## src/rtl/serial_pkg.sv

```systemverilog
// Shared types and constants for the serial sync-framed transmit path.
package serial_pkg;

    typedef enum logic [1:0] {
        IDLE,
        SYNC,
        DATA
    } tx_state_t;

    // Frame sync pattern, sent MSB first; the downstream detector keys off the same value.
    localparam logic [2:0] SYNC_PAT = 3'b101;
    localparam int         SYNC_LEN = 3;

    // Sync bit sent at position idx (0 = first on the wire).
    function automatic logic sync_bit(input logic [1:0] idx);
        return SYNC_PAT[2'(SYNC_LEN - 1) - idx];
    endfunction

endpackage

```

## src/rtl/serial_sync_tx.sv

```systemverilog
// Serial frame transmitter: "101" sync followed by the data word, MSB first.
module serial_sync_tx
    import serial_pkg::*;
#(
    parameter int unsigned WIDTH    = 8,
    parameter logic        IDLE_BIT = 1'b0
) (
    input  logic             clk,
    input  logic             rst_n,
    input  logic [WIDTH-1:0] in_data,
    input  logic             in_valid,
    output logic             in_ready,
    output logic             sout,
    output logic             busy,
    output logic             frame_done
);

    localparam int unsigned      CNT_W     = (WIDTH > 1) ? $clog2(WIDTH) : 1;
    localparam logic [CNT_W-1:0] LAST_BIT  = CNT_W'(WIDTH - 1);
    localparam logic [1:0]       SYNC_LAST = 2'(SYNC_LEN - 1);

    tx_state_t        state, state_d;
    logic [1:0]       sync_cnt, sync_cnt_d;
    logic [CNT_W-1:0] bit_cnt, bit_cnt_d;
    logic [WIDTH-1:0] shreg, shreg_d;
    logic             sout_d;
    logic             frame_done_d;
    logic             last_bit;
    logic             accept;

    // Handshake decodes from registered state only.
    assign last_bit = (state == DATA) && (bit_cnt == LAST_BIT);
    assign in_ready = (state == IDLE) || last_bit;
    assign accept   = in_valid && in_ready;
    assign busy     = (state != IDLE);

    // State, counters, shift register and line output advance together.
    always_ff @(posedge clk or negedge rst_n) begin
        if (!rst_n) begin
            state      <= IDLE;
            sync_cnt   <= '0;
            bit_cnt    <= '0;
            shreg      <= '0;
            sout       <= IDLE_BIT;
            frame_done <= 1'b0;
        end else begin
            state      <= state_d;
            sync_cnt   <= sync_cnt_d;
            bit_cnt    <= bit_cnt_d;
            shreg      <= shreg_d;
            sout       <= sout_d;
            frame_done <= frame_done_d;
        end
    end

    // Next state plus the value sout will show in that next state.
    always_comb begin
        state_d      = state;
        sync_cnt_d   = sync_cnt;
        bit_cnt_d    = bit_cnt;
        shreg_d      = shreg;
        sout_d       = sout;
        frame_done_d = 1'b0;
        unique case (state)
            IDLE: begin
                sout_d = IDLE_BIT;
                if (accept) begin
                    state_d    = SYNC;
                    sync_cnt_d = 2'd0;
                    shreg_d    = in_data;
                    sout_d     = sync_bit(2'd0);
                end
            end
            SYNC: begin
                if (sync_cnt == SYNC_LAST) begin
                    state_d      = DATA;
                    bit_cnt_d    = '0;
                    sout_d       = shreg[WIDTH-1];
                    shreg_d      = shreg << 1;
                    frame_done_d = (LAST_BIT == '0);
                end else begin
                    sync_cnt_d = sync_cnt + 2'd1;
                    sout_d     = sync_bit(sync_cnt + 2'd1);
                end
            end
            DATA: begin
                if (last_bit) begin
                    if (accept) begin
                        state_d    = SYNC;
                        sync_cnt_d = 2'd0;
                        shreg_d    = in_data;
                        sout_d     = sync_bit(2'd0);
                    end else begin
                        state_d = IDLE;
                        sout_d  = IDLE_BIT;
                    end
                end else begin
                    bit_cnt_d    = bit_cnt + CNT_W'(1);
                    sout_d       = shreg[WIDTH-1];
                    shreg_d      = shreg << 1;
                    frame_done_d = ((bit_cnt + CNT_W'(1)) == LAST_BIT);
                end
            end
            default: begin
                state_d = IDLE;
                sout_d  = IDLE_BIT;
            end
        endcase
    end

endmodule
```

## config.mk

```make
export PLATFORM = sky130hd
export DESIGN_NAME = serial_sync_tx
export DESIGN_NICKNAME = d
export VERILOG_FILES = /design/src/rtl/serial_pkg.sv /design/src/rtl/serial_sync_tx.sv
export SDC_FILE = /design/constraint.sdc
export NUM_CORES = 1
export LEC_CHECK = 0
export ABC_AREA = 1
export ABC_CLOCK_PERIOD_IN_PS = 1900
export BUFFER_PORTS_ARGS = -buffer_cell sky130_fd_sc_hd__buf_2
export CAP_MARGIN = 20
export CELL_PAD_IN_SITES_DETAIL_PLACEMENT = 0
export CELL_PAD_IN_SITES_GLOBAL_PLACEMENT = 1
export CORE_ASPECT_RATIO = 2
export CORE_MARGIN = 2
export CORE_UTILIZATION = 40
export CTS_CLUSTER_DIAMETER = 60
export CTS_CLUSTER_SIZE = 20
export DETAILED_ROUTE_END_ITERATION = 16
export HOLD_SLACK_MARGIN = 0.03
export PLACE_DENSITY_LB_ADDON = 0.1
export RECOVER_POWER = 25
export SYNTH_ARGS = -nofsm -noshare
export SYNTH_HDL_FRONTEND = slang
export SYNTH_SLANG_ARGS = --single-unit
```

## constraint.sdc

```tcl
create_clock -name clk -period 1.9 [get_ports clk]
set_clock_uncertainty 0.1 [all_clocks]
set_input_delay 0.19 -clock clk [delete_from_list [all_inputs] [get_ports clk]]
set_output_delay 0.19 -clock clk [all_outputs]
set_load 0.005 [all_outputs]
```

==> metrics.yaml, run 1 <==
final_layout:
  antenna_cells: 0
  drive_above_1_share: 0.139
  syn_to_final_growth_pct: 13.2
  final_area_um2: 1280
  final_nets: 194
floorplanning:
  fp.dieW_um: 41.6
  die-area_um2: 3290
  top_level_ports: 15
  die_h_um: 79.2
  start_util: 0.413
  rows: 27
  core_um2: 2740
clocking:
  cts_tree: "built"
  ctsRootBufferMaster: "clkbuf_8"
  cts_made_buffers: 3
  h-tree-depth: 1
  postCtsSetupBuffers: 0
  clk_path_buf_depth: 2
  insertion_delay_ns: 0.25
  clk_pin_slew_ns: 0.07
  cts_sinks: 17
setup_path:
  crit_path_start_kind: "flop"
  crit_type: "flop to primary output"
  critical_path_arrival_ns: 1.43
  crit_fanout: 11
  required_ns: 1.61
  endpoint_kind: "primary output"
power_and_ir_drop:
  internal_power_w: 0.00113
  p_sw_w: 0.000994
  pwr-share-seq: 0.305
  p_per_area_nw_per_um2: 1660
  p_leak_nw: 0.736
  power_frac_clock: 0.127
  vdd_drop_max_uv: 793
  comb_power_share: 0.568
  sw_frac_of_total: 0.468
global_routing:
  grt_antenna_before_repair: 0
  overflow: 0
  grt_pass1_vias: 1057
  grt_usage: 0.176
  grt_first_pass_wirelength_mm: 4.50
  grt_max_degree: 18
synth:
  yosys.cell_types.count: 19
  seq_area_frac_synth: 0.377
  synthMostInstantiatedCell: "inv_1"
  yosysWarnings: 0
  synth_ff_type: "dfrtp_1"
  synth.area.top_cells: "dfrtp_1 (38%), inv_1 (11%), nand2_1 (11%)"
  synth_top_cell_by_area: "dfrtp_1"
  netlist_instances: 156
  synth.cell_area_um2: 1130
  synth-edff-count: 0
  async_reset_ff_frac: 1.00
  syn_nets: 176
  avgSynthCellArea_um2: 7.24
  synth_common_cells: "inv_1 (34), nand2_1 (33), dfrtp_1 (17), nand3_1 (16), a21oi_1 (14)"
  ys_ff_latch: 17
  yosys.area.top_type_share: 0.377
detailed_routing:
  drt-initial-drc-count: 18
  firstDrtPassIters: 4
  ant_nets: 0
  routed_wl_mm: 2.44
  via_per_inst: 4.86
  route.detailed.drc: 0
  via_count: 982
  wl_per_cell_um: 12.1
job:
  cap_violations: 0
timing:
  rsz0062_at_grt: "no"
  max_freq_mhz: 581
  slew_headroom: 0.377
  hold_violations: 0
  drv_slew: 0
  setup_tns_ns: 0
  setup_viol: 0
  worstMarginPinSlew_ns: 0.935
  finalCriticalPeriod_ns: 1.72
  period_share: 0.906
placed_design:
  portBuffers: 14
  placed_cell_area_um2: 1220
  gp_congestion: 0.757
  dp_hpwl_mm: 1.91
worst_hold_path:
  hold_class: "input port to flop"
status:
  status: "complete, no violations"
flip-flops by register name, indices dropped and copies added (netlist names):
register / count
sync_cnt: 2
state: 2
shreg: 8
frame_done: 1
sout: 1
bit_cnt: 3
timing repair:
item | in CTS | in global routing
endpoints found under the hold margin | 17 | 0
hold buffers | 1 | 0
resized for setup | 0 | 1
endpoints found under the setup margin | 0 | 1
per-stage QoR:
stage | std cells | worst slack [ns] | hold slack (ns) | power [W] | utilization
2_1_floorplan | 156 | 0.422 | -0.206 | 0.00156 | -
3_3_place_gp | 197 | 0.208 | 0.0410 | 0.00186 | 0.446
3_5_place_dp | 197 | 0.207 | 0.0443 | 0.00186 | 0.446
4_1_cts | 202 | 0.107 | 0.189 | 0.00214 | 0.466
5_1_grt | 202 | 0.0649 | 0.249 | 0.00241 | 0.467
6_report | 202 | 0.180 | 0.189 | 0.00212 | 0.467
cell usage in the layout (no fill, tap or decap), drive strengths merged:
cell	synthesis	layout
clkbuf	0	5
dfrtp	17	17
o21bai	1	1
inv	35	35
nand4	1	1
a21oi	14	14
dlygate4sd3	0	1
nor2	11	11
nand2	38	38
buf	3	14
nand3	16	16
ha	9	9
o21ai	6	6
o211ai	4	4
or2	1	1
area by class of cell:
| class | count | area [um2] |
|---|---|---|
| Clock buffer | 4 | 45.0 |
| Fill cell | 300 | 1460 |
| Inverter | 35 | 131 |
| Multi-Input combinational cell | 101 | 554 |
| Sequential cell | 17 | 425 |
| Tap cell | 29 | 36.3 |
| Timing Repair Buffer | 16 | 86.3 |
path summary, 6_finish.rpt:
check                      depth (start not counted)                      end                     from  slack (ns)
setup / recovery                                   5                 in_ready   bit_cnt[0]$_DFFE_PN0P_        0.18
hold / removal                                     5     shreg[0]$_DFFE_PN0P_               in_data[0]        0.19
setup reg to reg                                   7     shreg[2]$_DFFE_PN0P_   bit_cnt[0]$_DFFE_PN0P_        0.23
hold reg to reg                                    2  sync_cnt[0]$_DFFE_PN0P_  sync_cnt[0]$_DFFE_PN0P_        0.37
max in group asynchronous                          2     shreg[5]$_DFFE_PN0P_                    rst_n        0.64
min in group asynchronous                          2     shreg[3]$_DFFE_PN0P_                    rst_n        0.49
power groups by stage:
stage,registers (W),logic [W],clock network [W]
global placement,0.000652,0.00120,0
finish,0.000646,0.00120,0.000270
CTS,0.000649,0.00121,0.000280
global route,0.000670,0.00144,0.000295
detailed placement,0.000656,0.00121,0
floorplan,0.000629,0.000934,0
per-layer routing:
layer | wire length [um] | GRT usage | vias up
met5 | 0 | 0 | -
met4 | 44 | 0.0903 | 0
met3 | 69 | 0.0227 | 4
met2 | 1320 | 0.303 | 15
met1 | 1000 | 0.207 | 446
li1 | - | - | 517
logic make-up after synthesis:
kind of cell	Yosys count	synth area share
buffers and inverters	38	0.137
flip-flops	17	0.377
AO/OA/AOI/OAI	25	0.122
AND/OR/NAND/NOR	67	0.265
adder cells (fa/ha/maj)	9	0.0997
worst max-delay path, cell delays in order, from the launching register on:
cell,delay [ns]
dfrtp_1,0.40
ha_1,0.20
ha_1,0.20
nand2_2,0.12
nand2_4,0.11
buf_2,0.15
Note: power is estimated with default switching activity, not from simulation.
==> run 2: changes to the inputs <==
--- a/config.mk
+++ b/config.mk
@@ -7,16 +7,15 @@
 export LEC_CHECK = 0
 export ABC_AREA = 1
 export ABC_CLOCK_PERIOD_IN_PS = 1900
-export BUFFER_PORTS_ARGS = -buffer_cell sky130_fd_sc_hd__buf_2
 export CAP_MARGIN = 20
 export CELL_PAD_IN_SITES_DETAIL_PLACEMENT = 0
 export CELL_PAD_IN_SITES_GLOBAL_PLACEMENT = 1
-export CORE_ASPECT_RATIO = 2
 export CORE_MARGIN = 2
-export CORE_UTILIZATION = 40
+export CORE_UTILIZATION = 44
 export CTS_CLUSTER_DIAMETER = 60
 export CTS_CLUSTER_SIZE = 20
 export DETAILED_ROUTE_END_ITERATION = 16
+export DONT_BUFFER_PORTS = 1
 export HOLD_SLACK_MARGIN = 0.03
 export PLACE_DENSITY_LB_ADDON = 0.1
 export RECOVER_POWER = 25
==> run 2 against run 1 <==
Against the previous run:
- sequential power rose by 0.9%
- largest power group unchanged
- via count fell by 1.5%
- first-iteration DRC count rose by 17%
- clock power fell by 23%
- critical endpoint is now sync_cnt[1]$_DFFE_PN0P_
- die area fell by 9.2%
- critical path type is now flop to flop
==> metrics.yaml, run 2 (same netlist as run 1, synthesis figures left out) <==
detailed_routing:
  via_per_inst: 5.09  # +4.7%
  drt-initial-drc-count: 21  # +3
  routed_wl_mm: 2.43  # -0.33%
  firstDrtPassIters: 4  # unchanged
  via_count: 967  # -1.5%
  route.detailed.drc: 0  # unchanged
  wl_per_cell_um: 12.8  # +6.0%
  ant_nets: 0  # unchanged
placed_design:
  gp_congestion: 0.800  # +5.6%
  portBuffers: 0  # -14
  dp_hpwl_mm: 1.68  # -12%
  placed_cell_area_um2: 1140  # -6.3%
final_layout:
  drive_above_1_share: 0.0625  # -0.0762
  nFillCells: 257  # -14%
  largest_reg_flops: 8  # unchanged
  antenna_cells: 0  # unchanged
  final_area_um2: 1200  # -5.8%
  final_nets: 181  # -6.7%
  finalCoreUtilization: 0.491  # +0.0235
  syn_to_final_growth_pct: 6.64
  reg_top3: "shreg x8, bit_cnt x3"
  final_cell_mix: "inv_1 (34), nand2_1 (33), dfrtp_1 (17)"
  final_common_cell: "inv_1"
  largest_register: "shreg"
clocking:
  cts_tree: "built"
  insertion_delay_ns: 0.31  # +0.06 ns
  clk_path_buf_depth: 2  # unchanged
  clk_pin_slew_ns: 0.12  # +0.05 ns
  cts_made_buffers: 3  # unchanged
  ctsRootBufferMaster: "clkbuf_4"
  h-tree-depth: 1  # unchanged
  postCtsSetupBuffers: 0  # unchanged
  cts_sinks: 17  # unchanged
floorplanning:
  top_level_ports: 15  # unchanged
  core_um2: 2450  # -10%
  fp.dieW_um: 54.7  # +31%
  die_h_um: 54.7  # -31%
  start_util: 0.460  # +0.0474
  rows: 18  # -33%
  die-area_um2: 2990  # -9.2%
worst_hold_path:
  hold_class: "input port to flop"
  hold_end: "shreg[7]$_DFFE_PN0P_"
  hp-start: "in_data[7]"
  hold_depth: 4  # -1
global_routing:
  grt_max_degree: 18  # unchanged
  overflow: 0  # unchanged
  grt_antenna_before_repair: 0  # unchanged
  grt_pass1_vias: 876  # -17%
  grt_first_pass_wirelength_mm: 4.04  # -10%
  grt_usage: 0.195  # +0.0193
timing:
  finalCriticalPeriod_ns: 1.69  # -0.0321 ns
  worstMarginPinSlew_ns: 0.800  # -0.134 ns
  max_freq_mhz: 592  # +1.9%
  hold_violations: 0  # unchanged
  slew_headroom: 0.465  # +0.0879
  period_share: 0.889  # -0.0169
  rsz0062_at_grt: "no"
  drv_slew: 0  # unchanged
  setup_tns_ns: 0  # unchanged
  setup_viol: 0  # unchanged
setup_path:
  crit_type: "flop to flop"
  crit_path_start_kind: "flop"
  crit_fanout: 11  # unchanged
  reg2reg_slack_ns: 0.21  # -0.02 ns
  required_ns: 1.99  # +0.38 ns
  critical_path_arrival_ns: 1.78  # +0.35 ns
  r2r-start: "state[0]$_DFFE_PN0P_"
  endpoint_kind: "flop"
  r2r_cells: 9  # +2
  r2r_end: "sync_cnt[1]$_DFFE_PN0P_"
power_and_ir_drop:
  p_per_area_nw_per_um2: 1670  # +0.42%
  power_frac_clock: 0.104  # -0.023
  pwr-share-seq: 0.325  # +0.020
  p_leak_nw: 0.678  # -8.0%
  sw_frac_of_total: 0.496  # +0.0274
  internal_power_w: 0.00101  # -10%
  p_sw_w: 0.000995  # +0.15%
  vdd_drop_max_uv: 779  # -1.8%
  comb_power_share: 0.571  # +0.003
  total_power_w: 0.00201  # -5.4%
job:
  cap_violations: 0  # unchanged
status:
  status: "complete, no violations"
-- run 2: through the flow --
step	hold WS (ns)	setup WS [ns]	cells
after floorplan	-0.206	0.422	156
after global placement	-0.205	0.198	183
after detailed placement	-0.205	0.159	183
after CTS	0.0416	0.117	190
after global routing	0.0501	0.0668	190
final	0.0400	0.212	190
-- run 2: power groups by stage --
stage / registers (W) / logic [W] / clock network, W
global route: 0.000673 / 0.00135 / 0.000226
CTS: 0.000651 / 0.00115 / 0.000212
detailed placement: 0.000658 / 0.00113 / 0
global placement: 0.000654 / 0.00112 / 0
floorplan: 0.000629 / 0.000934 / 0
finish: 0.000652 / 0.00115 / 0.000208
-- run 2: how the worst max path moves through the flow --
stage                                    endpoint                    from
final                     sync_cnt[1]$_DFFE_PN0P_    state[0]$_DFFE_PN0P_
after global routing      sync_cnt[1]$_DFFE_PN0P_    state[0]$_DFFE_PN0P_
after CTS                 sync_cnt[1]$_DFFE_PN0P_    state[0]$_DFFE_PN0P_
after detailed placement  sync_cnt[1]$_DFFE_PN0P_    state[0]$_DFFE_PN0P_
after global placement    sync_cnt[1]$_DFFE_PN0P_  bit_cnt[0]$_DFFE_PN0P_
after floorplan              shreg[2]$_DFFE_PN0P_  bit_cnt[0]$_DFFE_PN0P_
-- run 2: area by class of cell --
class                           instances  area [um2]  share of cell area
Clock buffer                            4        26.3              0.0218
Inverter                               35         131               0.109
Tap cell                               30        37.5              0.0312
Multi-Input combinational cell        101         554               0.460
Timing Repair Buffer                    3        30.0              0.0249
Sequential cell                        17         425               0.353
-- run 2: what timing repair did --
item                                   CTS  global route
gates resized for setup                  0             1
hold buffers                             3             0
setup endpoints to repair                0             2
endpoints found under the hold margin   26             0
-- run 2: routing by layer --
metal | vias up | wire length, um | GRT usage
met1 | 449 | 1300 | 0.301
met2 | 19 | 1010 | 0.254
met3 | 5 | 75 | 0.0301
li1 | 494 | - | -
met4 | 0 | 51 | 0.100
met5 | - | 0 | 0
-- run 2: worst max-delay path, cell delays in order, from the launching register on --
cell and delay (ns):
dfrtp_1 0.44, inv_1 0.10, ha_1 0.23, nand2_2 0.11, nand2_4 0.16, nand2_4 0.13, nand2_1 0.08, nand2_1 0.07
nand2_1 0.07, o21ai_1 0.06
==> run 3: changes to the inputs <==
==> constraint.sdc (replaced) <==
create_clock -name clk -period 1.9 [get_ports clk]
set_clock_uncertainty 0.1 [all_clocks]
set_input_delay 0.38 -clock clk [delete_from_list [all_inputs] [get_ports clk]]
set_output_delay 0.38 -clock clk [all_outputs]
set_load 0.005 [all_outputs]
==> run 3 against run 2 <==
Against the previous run:
- die area is the same
- via count grew 0.41%
- critical endpoint is now in_ready
- sequential power shrank 0.6%
- sequential cell count is the same
- count of clock-buffer cells in the layout is the same
- power grew 3.1%
- critical path depth shrank 5
- highest routed layer unchanged
- cell count grew 1.6%
- worst hold slack gained 0.11 ns
==> metrics.yaml, run 3 (same netlist as run 1, synthesis figures left out) <==
detailed_routing:
  wl_per_cell_um: 12.8  # -0.22%
  via_per_inst: 5.03  # -1.1%
  drt-initial-drc-count: 14  # -33%
  firstDrtPassIters: 4  # unchanged
  wl_met1_mm: 1.33  # +2.7%
  via_count: 971  # +0.41%
  dr_wl_met2_mm: 1.01  # -0.20%
  ant_nets: 0  # unchanged
  route.detailed.drc: 0  # unchanged
  dr_wl_met3_um: 76  # +1.3%
  routed_wl_mm: 2.46  # +1.4%
  top_layer_used: "met4"
timing:
  finalCriticalPeriod_ns: 1.80  # +0.110 ns
  rsz0062_at_grt: "no"
  hold_violations: 0  # unchanged
  worstMarginPinSlew_ns: 0.801  # +0.00116 ns
  period_share: 0.947  # +0.0580
  layout_setup_ws_ns: 0.101  # -0.110 ns
  slew_headroom: 0.464  # -0.000775
  setup_viol: 0  # unchanged
  max_freq_mhz: 556  # -6.1%
  drv_slew: 0  # unchanged
  setup_tns_ns: 0  # unchanged
setup_path:
  crit_type: "flop to primary output"
  cp_slowest_cell: "dfrtp_1"
  critical_path_arrival_ns: 1.32  # -0.46 ns
  crit_top_cell: "ha_1"
  required_ns: 1.42  # -0.57 ns
  endpoint_kind: "primary output"
  crit_path_start_kind: "flop"
  cp-startpoint: "bit_cnt[0]$_DFFE_PN0P_"
  cpPeakStageDelay_ns: 0.41  # -0.03 ns
  r2r-start: "state[0]$_DFFE_PN0P_"
  crit_fanout: 6  # -5
  path_cells: "ha_1 > ha_1 > nand2_4 > nand2_8"
  r2r_cells: 7  # -2
power_and_ir_drop:
  p_per_area_nw_per_um2: 1670  # +0.16%
  power_frac_clock: 0.100  # -0.004
  p_leak_nw: 0.707  # +4.4%
  internal_power_w: 0.00104  # +3.2%
  p_sw_w: 0.00103  # +3.0%
  pwr-share-seq: 0.313  # -0.012
  comb_power_share: 0.587  # +0.016
  sw_frac_of_total: 0.495  # about the same
  vdd_drop_max_uv: 785  # +0.73%
  total_power_w: 0.00207  # +3.1%
clocking:
  clk_pin_slew_ns: 0.12  # about the same
  ctsRootBufferMaster: "clkbuf_4"
  insertion_delay_ns: 0.31  # about the same
  cts_tree: "built"
  clk_path_buf_depth: 2  # unchanged
  h-tree-depth: 1  # unchanged
  cts_sinks: 17  # unchanged
  cts_made_buffers: 3  # unchanged
worst_hold_path:
  hold_depth: 3  # -1
  hold_class: "input port to flop"
  hp-start: "in_valid"
final_layout:
  register_area_um2: 425  # unchanged
  final_nets: 184  # +1.7%
  syn_to_final_growth_pct: 9.75
  nFillCells: 251  # -2.3%
  finalCoreUtilization: 0.505  # +0.0143
  antenna_cells: 0  # unchanged
  reg_top3: "shreg x8, bit_cnt x3"
  drive_above_1_share: 0.0982  # +0.0357
  largest_reg_flops: 8  # unchanged
  multiInputGateArea_um2: 579  # +4.5%
  largest_register: "shreg"
  final_cell_mix: "inv_1 (33), nand2_1 (33), dfrtp_1 (17)"
floorplanning:
  start_util: 0.460  # unchanged
  fp.dieW_um: 54.7  # unchanged
  top_level_ports: 15  # unchanged
  die-area_um2: 2990  # unchanged
  die_h_um: 54.7  # unchanged
  core_um2: 2450  # unchanged
  rows: 18  # unchanged
placed_design:
  post-place-ws_ns: 0.159  # unchanged
  gp_congestion: 0.800  # unchanged
  portBuffers: 0  # unchanged
  dp_hpwl_mm: 1.68  # unchanged
global_routing:
  grt_max_degree: 18  # unchanged
  grt_pass1_vias: 872  # -0.46%
  overflow: 0  # unchanged
  grt_first_pass_wirelength_mm: 3.97  # -1.7%
  grt_usage: 0.191  # -0.00399
  grt_antenna_before_repair: 0  # unchanged
job:
  cap_violations: 0  # unchanged
status:
  status: "complete, no violations"
==> run 3: worst paths after layout <==
check / end / slack (ns)
worst max-delay path: in_ready / 0.10
worst min-delay path: shreg[0]$_DFFE_PN0P_ / 0.15
worst max register to register: shreg[6]$_DFFE_PN0P_ / 0.19
worst min register to register: sync_cnt[0]$_DFFE_PN0P_ / 0.38
max in group asynchronous: state[1]$_DFFE_PN0P_ / 0.69
min in group asynchronous: shreg[7]$_DFFE_PN0P_ / 0.49
==> run 3: critical path, delay by kind of cell (launching register included) <==
family / cells / cell delay (ns)
adders and majority gates: 2 / 0.43
DFF: 1 / 0.41
and+or+nand+nor: 2 / 0.19
==> run 3: layer usage <==
layer  vias to the layer above  GRT usage
li1                        501          -
met1                       446      0.294
met2                        19      0.240
met3                         5     0.0355
met4                         0      0.108
met5                         -          0
==> run 3: repair_timing <==
action	in CTS	in global routing
endpoints found under the hold margin	17	0
cloned	0	1
pin swaps	0	2
setup endpoints to repair	1	1
hold buffers	1	0
resized for setup	1	3
buffers inserted	0	4
==> run 3: area by class of cell <==
type,instances,share of cell area
clock buffers,4,0.0212
inverters,35,0.106
multi-input cells,102,0.467
flip-flops and latches,17,0.343
well taps,30,0.0303
repair buffers,5,0.0323
==> run 3: power groups by stage <==
stage / combinational (W) / clock, W / sequential [W]
after global routing: 0.00143 / 0.000227 / 0.000665
after detailed placement: 0.00113 / 0 / 0.000658
after floorplan: 0.000934 / 0 / 0.000629
after CTS: 0.00115 / 0.000212 / 0.000651
after global placement: 0.00112 / 0 / 0.000654
final: 0.00121 / 0.000207 / 0.000648
==> run 3: metrics by stage <==
step	hold WS [ns]	cell area [um2]	std cells
after floorplan	-0.0156	1130	156
final	0.150	1240	193
after global routing	0.167	1240	193
after detailed placement	-0.0151	1140	183
after global placement	-0.0152	1140	183
after CTS	0.153	1180	188
